$ cat config.mk
export PLATFORM = sky130hd
export DESIGN_NAME = if_stage
export DESIGN_NICKNAME = d
export VERILOG_FILES = /design/src/rtl/cpu_pkg.sv /design/src/rtl/if_id_reg.sv /design/src/rtl/if_stage.sv
export SDC_FILE = /design/constraint.sdc
export NUM_CORES = 1
export LEC_CHECK = 0
export BUFFER_PORTS_ARGS = -buffer_cell sky130_fd_sc_hd__buf_2
export CAP_MARGIN = 20
export CORE_MARGIN = 4
export CORE_UTILIZATION = 52
export CTS_BUF_LIST = sky130_fd_sc_hd__clkbuf_4 sky130_fd_sc_hd__clkbuf_8 sky130_fd_sc_hd__clkbuf_16
export CTS_CLUSTER_DIAMETER = 30
export DETAILED_ROUTE_END_ITERATION = 7
export PLACE_DENSITY = 0.86
export SLEW_MARGIN = 10
export SYNTH_ARGS = -nofsm -noshare
export SYNTH_HDL_FRONTEND = slang
export SYNTH_SLANG_ARGS = --single-unit
$ cat constraint.sdc
create_clock -name clk -period 3.16 [get_ports clk]
set_input_delay 0.158 -clock clk [delete_from_list [all_inputs] [get_ports clk]]
set_output_delay 0.158 -clock clk [all_outputs]
set_load 0.01 [all_outputs]
$ cat src/rtl/cpu_pkg.sv
// Shared CPU definitions: next-PC select encodings and architectural vectors.
package cpu_pkg;

    typedef enum logic [2:0] {
        PC_SEQ  = 3'b000,
        PC_BR   = 3'b001,
        PC_JUMP = 3'b010,
        PC_JR   = 3'b011,
        PC_INTR = 3'b100,
        PC_EXC  = 3'b101,
        PC_RSV6 = 3'b110,
        PC_RSV7 = 3'b111
    } pcsrc_e;

    localparam logic [31:0] RESET_VEC = 32'h8000_0000;
    localparam logic [31:0] ILLOP     = 32'h8000_0004;
    localparam logic [31:0] XADR      = 32'h8000_0008;
    localparam logic [31:0] NOP       = 32'h0000_0000;

    // Bit 31 is the supervisor bit; only the low 31 bits advance.
    function automatic logic [31:0] pc_inc(input logic [31:0] pc);
        return {pc[31], pc[30:0] + 31'd4};
    endfunction

endpackage

$ cat src/rtl/if_id_reg.sv
// IF/ID pipeline register with hold, bubble and load controls.
module if_id_reg
    import cpu_pkg::*;
(
    input  logic        clk,
    input  logic        reset,
    input  logic        i_hold,
    input  logic        i_bubble,
    input  logic [31:0] i_instr,
    input  logic [31:0] i_pc_plus4,
    output logic [31:0] o_instr,
    output logic [31:0] o_pc_plus4,
    output logic        o_valid
);

    logic [31:0] r_instr;
    logic [31:0] r_pc_plus4;
    logic        r_valid;

    // A bubble still records pc_plus4 so the supervisor bit stays coherent.
    always_ff @(posedge clk) begin
        if (reset) begin
            r_instr    <= NOP;
            r_pc_plus4 <= RESET_VEC;
            r_valid    <= 1'b0;
        end else if (i_bubble) begin
            r_instr    <= NOP;
            r_pc_plus4 <= i_pc_plus4;
            r_valid    <= 1'b0;
        end else if (!i_hold) begin
            r_instr    <= i_instr;
            r_pc_plus4 <= i_pc_plus4;
            r_valid    <= 1'b1;
        end
    end

    assign o_instr    = r_instr;
    assign o_pc_plus4 = r_pc_plus4;
    assign o_valid    = r_valid;

endmodule

$ cat src/rtl/if_stage.sv
// Instruction fetch stage: PC register, next-PC selection and IF/ID register.
module if_stage
    import cpu_pkg::*;
(
    input  logic        clk,
    input  logic        reset,
    input  logic        stall,
    input  logic [2:0]  pcsrc,
    input  logic [25:0] jump_index,
    input  logic [31:0] jr_addr,
    input  logic        ex_br_taken,
    input  logic [31:0] ex_br_target,
    output logic [31:0] imem_addr,
    input  logic [31:0] imem_rdata,
    output logic [31:0] ifid_instr,
    output logic [31:0] ifid_pc_plus4,
    output logic        ifid_valid,
    output logic        flush_idex
);

    logic [31:0] r_pc;
    logic [31:0] w_pc_plus4;
    logic [31:0] w_redir_target;
    logic        w_redirect;
    logic [31:0] w_pc_next;
    logic        w_bubble;

    assign w_pc_plus4 = pc_inc(r_pc);

    always_comb begin
        w_redirect     = 1'b0;
        w_redir_target = w_pc_plus4;
        case (pcsrc_e'(pcsrc))
            PC_JUMP: begin
                w_redirect     = 1'b1;
                w_redir_target = {ifid_pc_plus4[31:28], jump_index, 2'b00};
            end
            PC_JR: begin
                w_redirect     = 1'b1;
                w_redir_target = jr_addr;
            end
            PC_INTR: begin
                w_redirect     = 1'b1;
                w_redir_target = ILLOP;
            end
            PC_EXC: begin
                w_redirect     = 1'b1;
                w_redir_target = XADR;
            end
            default: ;
        endcase
    end

    // A resolved EX branch overrides both a stall and any ID redirect.
    always_comb begin
        w_pc_next = w_redir_target;
        if (ex_br_taken)
            w_pc_next = ex_br_target;
        else if (stall)
            w_pc_next = r_pc;
    end

    assign w_bubble = ex_br_taken | (w_redirect & ~stall);

    always_ff @(posedge clk) begin
        if (reset)
            r_pc <= RESET_VEC;
        else
            r_pc <= w_pc_next;
    end

    if_id_reg u_if_id_reg (
        .clk        (clk),
        .reset      (reset),
        .i_hold     (stall),
        .i_bubble   (w_bubble),
        .i_instr    (imem_rdata),
        .i_pc_plus4 (w_pc_plus4),
        .o_instr    (ifid_instr),
        .o_pc_plus4 (ifid_pc_plus4),
        .o_valid    (ifid_valid)
    );

    assign imem_addr  = r_pc;
    assign flush_idex = ex_br_taken & ~reset;

endmodule

==> metrics.md, run 1 <==
| Metric | Value |
|---|---|
| Status | finished clean |
| Vias in the first global route | 5506 |
| Cells after Synth | 624 |
| Skew final | approximately 0.015 ns |
| Hold Fails Final Rpt | 0 |
| Die W | 108 µm |
| Sink Count | 97 |
| Worst-Skew Late Latency | 0.37 ns |
| Fraction of layout cells with a size suffix above 1 | 0.330 |
| Final setup TNS | 0 ns |
| Dominant synthesized flop cell | dfxtp_1 |
| Worst-case reg-to-reg path depth | 5 |
| Achievable clock frequency | 392 MHz |
| Initial Util | 0.535 |
| # rows | 36 |
| Clk slew on worst S/H paths | 0.10 ns |
| Max_cap viols | 0 |
| CTS-repair resized insts | 0 |
| Post-synth EDFFs | 0 |
| Nets | 939 |
| Pre-antenna DRT Iters | 6 |
| Syn Area/Cell | 8.38 µm² |
| Hold Crit Class | in -> reg |
| Largest net degree at the start of global routing | 87 |
| Antenna violations before repair | 1 |
| Most frequent cells in the layout | buf_2 (226), dfxtp_1 (97), nor2_1 (63) |
| Cell Area, Synth | 0.00523 mm² |
| RSZ-0062 raised after global routing | no |
| Core Util, Final | 0.668 |
| Async set-reset flop share out of synthesis | 0 |
| First-pass GRT wire length | roughly 27 mm |
| Hold Buf Count CTS | 0 |
| CP Class | reg -> reg |
| CORE AREA | approximately 0.01 mm² |
| Diodes inserted | 0 |
| CTS tree | yes |
| Sequential area share after synthesis | 0.371 |
| Top cells by area, synth | dfxtp_1 (37%), mux2i_1 (11%), nor2_1 (4.5%) |
| Reg-to-reg setup timing slack | 0.61 ns |
| Slowest-stage cell, CP | or4_1 |
| Tcrit/Tclk final | 0.807 |
| Power Total | 2.65 mW |
| Cell Chain, Critical Path | ha_1, nand4_1, or4_1, or3_1, a311oi_1 |
| Layout Area Growth over Synthesis | 24.9% |
| Clk root buf | clkbuf_8 |
| CP Launch Type | flop |
| Remaining Overflow, GRT | 0 |
| Reg2reg start | imem_addr[2]$_SDFFE_PP0P_ |
| Crit path DAT | 2.82 ns |
| Hold Startpoint | imem_rdata[19] |
| Setup bufs post-CTS | 0 |
| Largest area contributor in the netlist | dfxtp_1 |
| Ports | 227 |
| DIE HEIGHT | 108 µm |
| Commonest non-fill, non-tap cell in the layout | buf_2 |
| Total leakage power | between 2 and 3 nW |
| End of the worst hold path | u_if_id_reg.o_instr[19]$_SDFFE_PP0N_ |
| R2r endpoint | u_if_id_reg.o_pc_plus4[22]$_SDFFE_PP0P_ |
| Worst path max stage delay | around 0.69 ns |
| Seq cells post-synth | a little under 100 |
| Actual slew at the worst max-slew pin | about 0.85 ns |
| PortBufs | 226 |
| Vias | slightly below 6000 |
| Critical Path Fanout Max | 18 |
| Drt drc | 0 |
| Top Family by Delay on Critical Path | simple AND/OR/NAND/NOR gates |
| Worst setup EP type | flop |
| Yosys warns | 0 |
| CP required | 3.42 ns |
| Final WL | 17.7 mm |
| Post-Layout Cell Count | 947 |
| Final worst setup slack | a little over 0.6 ns |
| Antenna Nets Post-Route | 0 |
| DP Cell Count | 931 |
| Min Tclk post-route | roughly 2.6 ns |
| Die area | approximately 0.012 mm² |
| Power Dens Cells | 406 mW/mm² |
| GPL Wtd Cong | 0.887 |
| Mapped Nets | 754 |
| Total track usage | 0.293 |
| CP Buf/Inv Count | 0 |
| Clock buffer depth | 2 |
| Relative max-transition margin | 0.430 |
| Yosys top cell area share | 0.371 |
| DP Worst Slack | around 0.68 ns |
| VDD IR max | 0.000275 V |
| WL per Instance | 18.7 µm |
| Htree depth | 3 |
| WHS Path Cells | 3 |
| Routed vias/inst | 6.12 |
| Post-DP HPWL | about 13 mm |
| Setup violations, final | 0 |
| Count of cell types in the netlist | 53 |
| Slew Limit Fails | 0 |
| Num CTS Buffers | 9 |
| First DRT Iteration DRCs | 400 |
==> area by class of cell <==
class	instances	area [µm²]
Clock buffer	11	145
Sequential cell	97	1940
Multi-Input combinational cell	452	2990
Tap cell	133	166
Fill cell	829	3240
Timing Repair Buffer	238	1220
Clock inverter	5	31.3
Inverter	11	41.3
==> report_power, final <==
part | leakage (nW) | switching [mW] | internal (mW)
clock | 0.0925 | 0.431 | 0.314
sequential | 0.796 | 0.0830 | 1.29
combinational | 2.04 | 0.294 | 0.239
total | 2.92 | 0.808 | 1.85
==> registers in the layout (all words and copies together), names as in the netlist <==
signal	cells
u_if_id_reg.o_valid	1
u_if_id_reg.o_instr	32
u_if_id_reg.o_pc_plus4	32
imem_addr	32
==> metal layers <==
metal / part of all wire / vias to the layer above / track usage
li1: - / 2712 / -
met1: 0.37 / 2647 / 0.330
met2: 0.49 / 378 / 0.513
met3: 0.11 / 58 / 0.0728
met4: 0.031 / 2 / 0.146
met5: 0.00040 / - / 0
==> worst max path at each step <==
| stage | from | to | slack [ns] | depth (start not counted) |
|---|---|---|---|---|
| floorplan | imem_addr[2]$_SDFFE_PP0P_ | u_if_id_reg.o_pc_plus4[22]$_SDFFE_PP0P_ | 0.97 | 7 |
| global placement | imem_addr[2]$_SDFFE_PP0P_ | u_if_id_reg.o_pc_plus4[28]$_SDFFE_PP0P_ | 0.86 | 5 |
| detailed placement | imem_addr[2]$_SDFFE_PP0P_ | u_if_id_reg.o_pc_plus4[22]$_SDFFE_PP0P_ | 0.68 | 5 |
| CTS | imem_addr[2]$_SDFFE_PP0P_ | u_if_id_reg.o_pc_plus4[22]$_SDFFE_PP0P_ | 0.66 | 5 |
| global route | imem_addr[2]$_SDFFE_PP0P_ | u_if_id_reg.o_pc_plus4[22]$_SDFFE_PP0P_ | 0.45 | 5 |
| finish | imem_addr[2]$_SDFFE_PP0P_ | u_if_id_reg.o_pc_plus4[22]$_SDFFE_PP0P_ | 0.61 | 5 |
==> kinds of logic (layout without fill, tap and decap cells) <==
group                      after synthesis  after routing  share of synthesized area
and+or+nand+nor                        204            204                      0.201
AOI/OAI and AO/OA                      169            169                      0.218
DFF                                     97             97                      0.371
buffers and inverters                   75            265                     0.0584
muxes                                   67             67                      0.131
xor gates and xnor gates                11             11                     0.0184
adders and majority gates                1              1                    0.00239
==> Yosys cell counts, types with 2 or more instances <==
cell type,count
nor4b_1,2
nor4_1,5
o31ai_1,4
buf_2,6
a31oi_1,8
o211ai_1,28
and3_1,11
nand2b_1,3
nand2_1,32
a211oi_1,16
or4_1,10
xor2_1,6
a32oi_1,2
nor2_1,63
inv_1,11
nand3_1,15
clkbuf_1,40
buf_4,4
xnor2_1,5
nor3_1,15
a2bb2oi_1,2
dfxtp_1,97
o21ai_0,39
o311ai_0,4
o22ai_1,16
buf_1,13
mux2_2,10
or3_1,13
and4_1,5
a221oi_1,11
and2_1,2
nand4_1,18
nor2b_1,3
a311oi_1,11
a21oi_1,20
mux2i_1,57
==> metrics by stage <==
stage                     instance area [µm²]  hold WS, ns
after floorplan                          5230        0.302
after global placement                   6360        0.385
after detailed placement                 6360        0.395
after CTS                                6530      0.00298
after global routing                     6530       0.0145
final                                    6530       0.0166
==> worst register-to-register path, cell delays in order, from the launching register on <==
cell	delay (ns)
dfxtp_1	0.43
ha_1	0.38
nand4_1	0.15
or4_1	0.69
or3_1	0.45
a311oi_1	0.35
Power figures use the tool's default switching activity.
==> run 2, diff against run 1 <==
--- a/config.mk
+++ b/config.mk
@@ -8,11 +8,11 @@
 export BUFFER_PORTS_ARGS = -buffer_cell sky130_fd_sc_hd__buf_2
 export CAP_MARGIN = 20
 export CORE_MARGIN = 4
-export CORE_UTILIZATION = 52
+export CORE_UTILIZATION = 48
 export CTS_BUF_LIST = sky130_fd_sc_hd__clkbuf_4 sky130_fd_sc_hd__clkbuf_8 sky130_fd_sc_hd__clkbuf_16
 export CTS_CLUSTER_DIAMETER = 30
 export DETAILED_ROUTE_END_ITERATION = 7
-export PLACE_DENSITY = 0.86
+export PLACE_DENSITY = 0.81
 export SLEW_MARGIN = 10
 export SYNTH_ARGS = -nofsm -noshare
 export SYNTH_HDL_FRONTEND = slang
==> constraint.sdc (replaced) <==
create_clock -name clk -period 2.6 [get_ports clk]
set_input_delay 0.13 -clock clk [delete_from_list [all_inputs] [get_ports clk]]
set_output_delay 0.13 -clock clk [all_outputs]
set_load 0.01 [all_outputs]
==> metrics.md, run 2 (same netlist as run 1, synthesis figures left out) <==
| Metric | Value |
|---|---|
| # rows | 37 |
| Largest net degree at the start of global routing | 87 |
| Slew Limit Fails | 0 |
| CP required | between 2 and 3 ns |
| Diodes inserted | 0 |
| Setup violations, final | 0 |
| Htree depth | 3 |
| Post-DP HPWL | 13.2 mm |
| Final instance area | around 0.0068 mm² |
| VDD IR max | 0.000306 V |
| First-pass GRT wire length | 28.6 mm |
| Die W | 112 µm |
| RSZ-0062 raised after global routing | no |
| Relative max-transition margin | 0.469 |
| Worst path max stage delay | 0.84 ns |
| Initial Util | 0.500 |
| Worst setup EP type | flop |
| Sink Count | 97 |
| Power Dens Cells | 490 mW/mm² |
| Die area | 0.0126 mm² |
| Drt drc | 0 |
| Routed vias/inst | about 6 |
| DR WL met3 | 1.86 mm |
| Achievable clock frequency | 427 MHz |
| Commonest non-fill, non-tap cell in the layout | buf_2 |
| Cell Chain, Critical Path | nand4_1, or4_1, or3_1, a311oi_1 |
| Crit path DAT | 2.62 ns |
| Num CTS Buffers | 9 |
| Pre-antenna DRT Iters | 5 |
| Power Total | 3.34 mW |
| WL per Instance | 18.4 µm |
| Antenna violations before repair | 1 |
| CP Class | reg -> reg |
| Setup bufs post-CTS | 0 |
| Tcrit/Tclk final | 0.901 |
| Nets | around 970 |
| Vias | 5775 |
| GPL Wtd Cong | 0.865 |
| Min Tclk post-route | about 2.3 ns |
| Max_cap viols | 0 |
| Clk root buf | clkbuf_8 |
| Actual slew at the worst max-slew pin | between 0.7 and 0.8 ns |
| WHS Path Cells | 3 |
| Vias in the first global route | about 5700 |
| Top Metal Used | met5 |
| Met2 wire length | between 8 and 9 mm |
| Remaining Overflow, GRT | 0 |
| Fraction of layout cells with a size suffix above 1 | 0.331 |
| Layout Area Growth over Synthesis | 30.3% |
| Final setup TNS | 0 ns |
| CTS tree | yes |
| Clock buffer depth | 2 |
| Final WL | around 18 mm |
| Ports | between 200 and 250 |
| First DRT Iteration DRCs | 378 |
| DIE HEIGHT | 112 µm |
| Slowest-stage cell, CP | or4_1 |
| CORE AREA | 0.0105 mm² |
| Hold slack | ~0.00088 ns |
| CP Launch Type | flop |
| Hold Crit Class | in -> reg |
| Worst-case reg-to-reg path depth | 4 |
| Placement Cell Area | ~0.0064 mm² |
| Total leakage power | 3.05 nW |
| Total track usage | 0.278 |
| Metal-1 WL | 6.95 mm |
| Status | finished clean |
| Critical Path Fanout Max | 18 |
| Clk slew on worst S/H paths | about 0.1 ns |
| Antenna Nets Post-Route | 0 |
| Most frequent cells in the layout | buf_2 (226), dfxtp_1 (97), nor2_1 (63) |
| Worst-Skew Late Latency | 0.36 ns |
| Skew final | 0.0135 ns |
| Hold Fails Final Rpt | 0 |
| PortBufs | approximately 230 |
run 2: changes by cell type in the layout (fill, tap and decap cells not counted):
cell           delta
bufinv_16         +1
inv_6             +1
clkbuf_8          -1
nor4_1            -1
buf_12            +1
dlygate4sd3_1    +18
clkbuf_4          -1
buf_4             +7
nor4_2            +1
run 2: final timing paths:
| path | start | slack, ns | to |
|---|---|---|---|
| max | imem_addr[5]$_SDFFE_PP0P_ | 0.26 | u_if_id_reg.o_pc_plus4[28]$_SDFFE_PP0P_ |
| min | imem_rdata[20] | 0.0009 | u_if_id_reg.o_instr[20]$_SDFFE_PP0N_ |
| max reg2reg | imem_addr[5]$_SDFFE_PP0P_ | 0.26 | u_if_id_reg.o_pc_plus4[28]$_SDFFE_PP0P_ |
| min reg2reg | u_if_id_reg.o_valid$_SDFFE_PP0N_ | 0.45 | u_if_id_reg.o_valid$_SDFFE_PP0N_ |
run 2: layout make-up:
type | count | area, µm²
flip-flops and latches | 97 | 1940
well taps | 136 | 170
repair buffers | 264 | 1470
clock inverters | 7 | 70.1
fillers | 913 | 3650
multi-input cells | 452 | 2990
clock buffers | 9 | 124
inverters | 11 | 41.3
run 2: repair_timing:
| item | CTS | global route |
|---|---|---|
| gates resized for setup | 0 | 0 |
| hold endpoints to repair | 18 | 0 |
| hold buffers | 18 | 0 |
run 2: report_power, final:
part	internal, mW	total [mW]	switching (mW)
registers	1.57	1.67	0.0940
logic	0.317	0.685	0.368
clock network	0.445	0.990	0.545
total	2.33	3.34	1.01
run 2: worst max-delay path: cells and delay by family (launching register included):
| kind | cells | cell delay (ns) |
|---|---|---|
| AND/OR/NAND/NOR | 3 | 1.51 |
| flip-flops | 1 | 0.50 |
| AO/OA/AOI/OAI | 1 | 0.25 |
run 2: stage by stage:
stage / utilization / instances / setup slack, ns
floorplan: - / 624 / 0.414
global placement: 0.615 / 942 / 0.389
detailed placement: 0.615 / 942 / 0.314
CTS: 0.651 / 976 / 0.277
global route: 0.651 / 976 / 0.0226
finish: 0.651 / 976 / 0.257
run 2: per-layer routing:
metal | vias up | GRT usage
li1 | 2768 | -
met1 | 2655 | 0.322
met2 | 303 | 0.474
met3 | 47 | 0.0895
met4 | 2 | 0.112
met5 | - | 0
==> run 3, diff against run 2 <==
--- a/config.mk
+++ b/config.mk
@@ -12,7 +12,7 @@
 export CTS_BUF_LIST = sky130_fd_sc_hd__clkbuf_4 sky130_fd_sc_hd__clkbuf_8 sky130_fd_sc_hd__clkbuf_16
 export CTS_CLUSTER_DIAMETER = 30
 export DETAILED_ROUTE_END_ITERATION = 7
-export PLACE_DENSITY = 0.81
+export PLACE_DENSITY = 0.91
 export SLEW_MARGIN = 10
 export SYNTH_ARGS = -nofsm -noshare
 export SYNTH_HDL_FRONTEND = slang
==> metrics.md, run 3 (same netlist as run 1, synthesis figures left out) <==
| Metric | Value |
|---|---|
| Total leakage power | 3.02 nW |
| FILL cells | 934 |
| Fraction of layout cells with a size suffix above 1 | 0.331 |
| WL per Instance | 18.6 µm |
| Worst-case reg-to-reg path depth | 5 |
| Tcrit/Tclk final | 0.846 |
| # rows | 37 |
| CORE AREA | approximately 0.010 mm² |
| Max_cap viols | 0 |
| First-pass GRT wire length | 28.3 mm |
| Sequential share of power | 0.495 |
| Antenna violations before repair | 2 |
| VDD IR max | 0.000309 V |
| Sw frac | 0.300 |
| Relative max-transition margin | 0.358 |
| Vias | 5806 |
| CP required | 2.86 ns |
| Achievable clock frequency | 455 MHz |
| CTS tree | yes |
| Num CTS Buffers | 9 |
| Drt drc | 0 |
| Final setup TNS | 0 ns |
| Commonest non-fill, non-tap cell in the layout | buf_2 |
| Routed vias/inst | 5.99 |
| Total track usage | 0.271 |
| Setup violations, final | 0 |
| Clock group share of total power | 0.303 |
| Initial Util | 0.500 |
| RSZ-0062 raised after global routing | no |
| First DRT Iteration DRCs | 565 |
| Post-DP HPWL | 13.0 mm |
| Skew final | 0.0182 ns |
| CP Class | reg -> reg |
| P_int | ~2.4 mW |
| Psw | 1.01 mW |
| Final instance area | between 0.006 and 0.007 mm² |
| Clk slew on worst S/H paths | ~0.10 ns |
| Nets | roughly 960 |
| Core Util, Final | 0.644 |
| Power Dens Cells | 499 mW/mm² |
| Actual slew at the worst max-slew pin | 0.956 ns |
| Antenna Nets Post-Route | 0 |
| Final WL | roughly 18 mm |
| Min Tclk post-route | 2.20 ns |
| Status | finished clean |
| Hold Crit Class | in -> reg |
| Vias in the first global route | between 5000 and 6000 |
| Placement Cell Area | 0.00641 mm² |
| Die W | 112 µm |
| Clock buffer depth | 2 |
| Comb pwr share | 0.201 |
| Ports | 227 |
| GPL Wtd Cong | 0.871 |
| DP Cell Count | 941 |
| Post-Layout Cell Count | between 900 and 1000 |
| Sink Count | slightly below 100 |
| Hold Fails Final Rpt | 0 |
| PortBufs | 226 |
| Worst-Skew Late Latency | around 0.36 ns |
| CP Launch Type | flop |
| Pre-antenna DRT Iters | 5 |
| Layout Area Growth over Synthesis | 28.8% |
| Worst setup EP type | flop |
| Largest net degree at the start of global routing | 87 |
| WHS Path Cells | 3 |
| Slew Limit Fails | 0 |
| Htree depth | 3 |
| DIE HEIGHT | 112 µm |
| Hold slack | around 0.008 ns |
| Clk root buf | clkbuf_8 |
| Remaining Overflow, GRT | 0 |
| Most frequent cells in the layout | buf_2 (226), dfxtp_1 (97), nor2_1 (63) |
| Die area | approximately 0.013 mm² |
| Critical Path Fanout Max | 18 |
| Setup bufs post-CTS | 0 |
| Crit path DAT | 2.46 ns |
==> run 3: cell count changes in the layout (fill, tap and decap cells not counted) <==
cell	previous run	this run
clkbuf_8	9	10
nor4_1	4	5
diode_2	0	1
dlygate4sd3_1	18	12
buf_12	1	0
nor4_2	1	0
clkinv_2	3	2
==> run 3: per-layer routing <==
metal	vias up	part of all wire	GRT usage
li1	2759	-	-
met1	2660	0.38	0.313
met2	340	0.48	0.468
met3	43	0.12	0.0992
met4	4	0.023	0.0849
met5	-	0.0018	0
==> run 3: timing repair <==
item / CTS / global route
hold buffers: 12 / 0
resized for setup: 0 / 0
endpoints found under the hold margin: 12 / 0
==> run 3: path summary, 6_finish.rpt <==
path | start | endpoint | slack (ns)
worst max-delay path | imem_addr[8]$_SDFFE_PP0P_ | u_if_id_reg.o_pc_plus4[22]$_SDFFE_PP0P_ | 0.40
worst max register to register | imem_addr[8]$_SDFFE_PP0P_ | u_if_id_reg.o_pc_plus4[22]$_SDFFE_PP0P_ | 0.40
worst min-delay path | imem_rdata[26] | u_if_id_reg.o_instr[26]$_SDFFE_PP0N_ | 0.008
worst min register to register | u_if_id_reg.o_valid$_SDFFE_PP0N_ | u_if_id_reg.o_valid$_SDFFE_PP0N_ | 0.46
==> run 3: per-stage QoR <==
step           power, mW  setup slack [ns]
4_1_cts             3.37             0.409
3_5_place_dp        2.35             0.445
3_3_place_gp        2.34             0.562
2_1_floorplan       2.06             0.414
5_1_grt             3.51             0.234
6_report            3.36             0.401
==> run 3: layout make-up <==
| cell class | instances | area, µm² | share of cell area |
|---|---|---|---|
| sequential | 97 | 1940 | 0.288 |
| clock buffer | 10 | 138 | 0.0204 |
| tap | 136 | 170 | 0.0253 |
| multi-input combinational | 452 | 2990 | 0.443 |
| clock inverter | 6 | 65.1 | 0.00966 |
| inverter | 11 | 41.3 | 0.00613 |
| antenna | 1 | 2.50 | 0.000371 |
| timing repair buffer | 257 | 1390 | 0.207 |
==> run 3: power groups by stage <==
| stage | Clock, mW | Sequential (mW) | Combinational, mW |
|---|---|---|---|
| floorplan | 0 | 1.71 | 0.350 |
| global placement | 0 | 1.69 | 0.645 |
| detailed placement | 0 | 1.69 | 0.656 |
| CTS | 1.03 | 1.66 | 0.673 |
| global route | 1.10 | 1.68 | 0.741 |
| finish | 1.02 | 1.66 | 0.677 |
==> run 3: worst max-delay path, stage by stage (launching register included) <==
cell and delay [ns]:
dfxtp_1 0.48, nand4_1 0.19, or4_1 0.56, buf_4 0.21
or3_1 0.36, a311oi_1 0.28
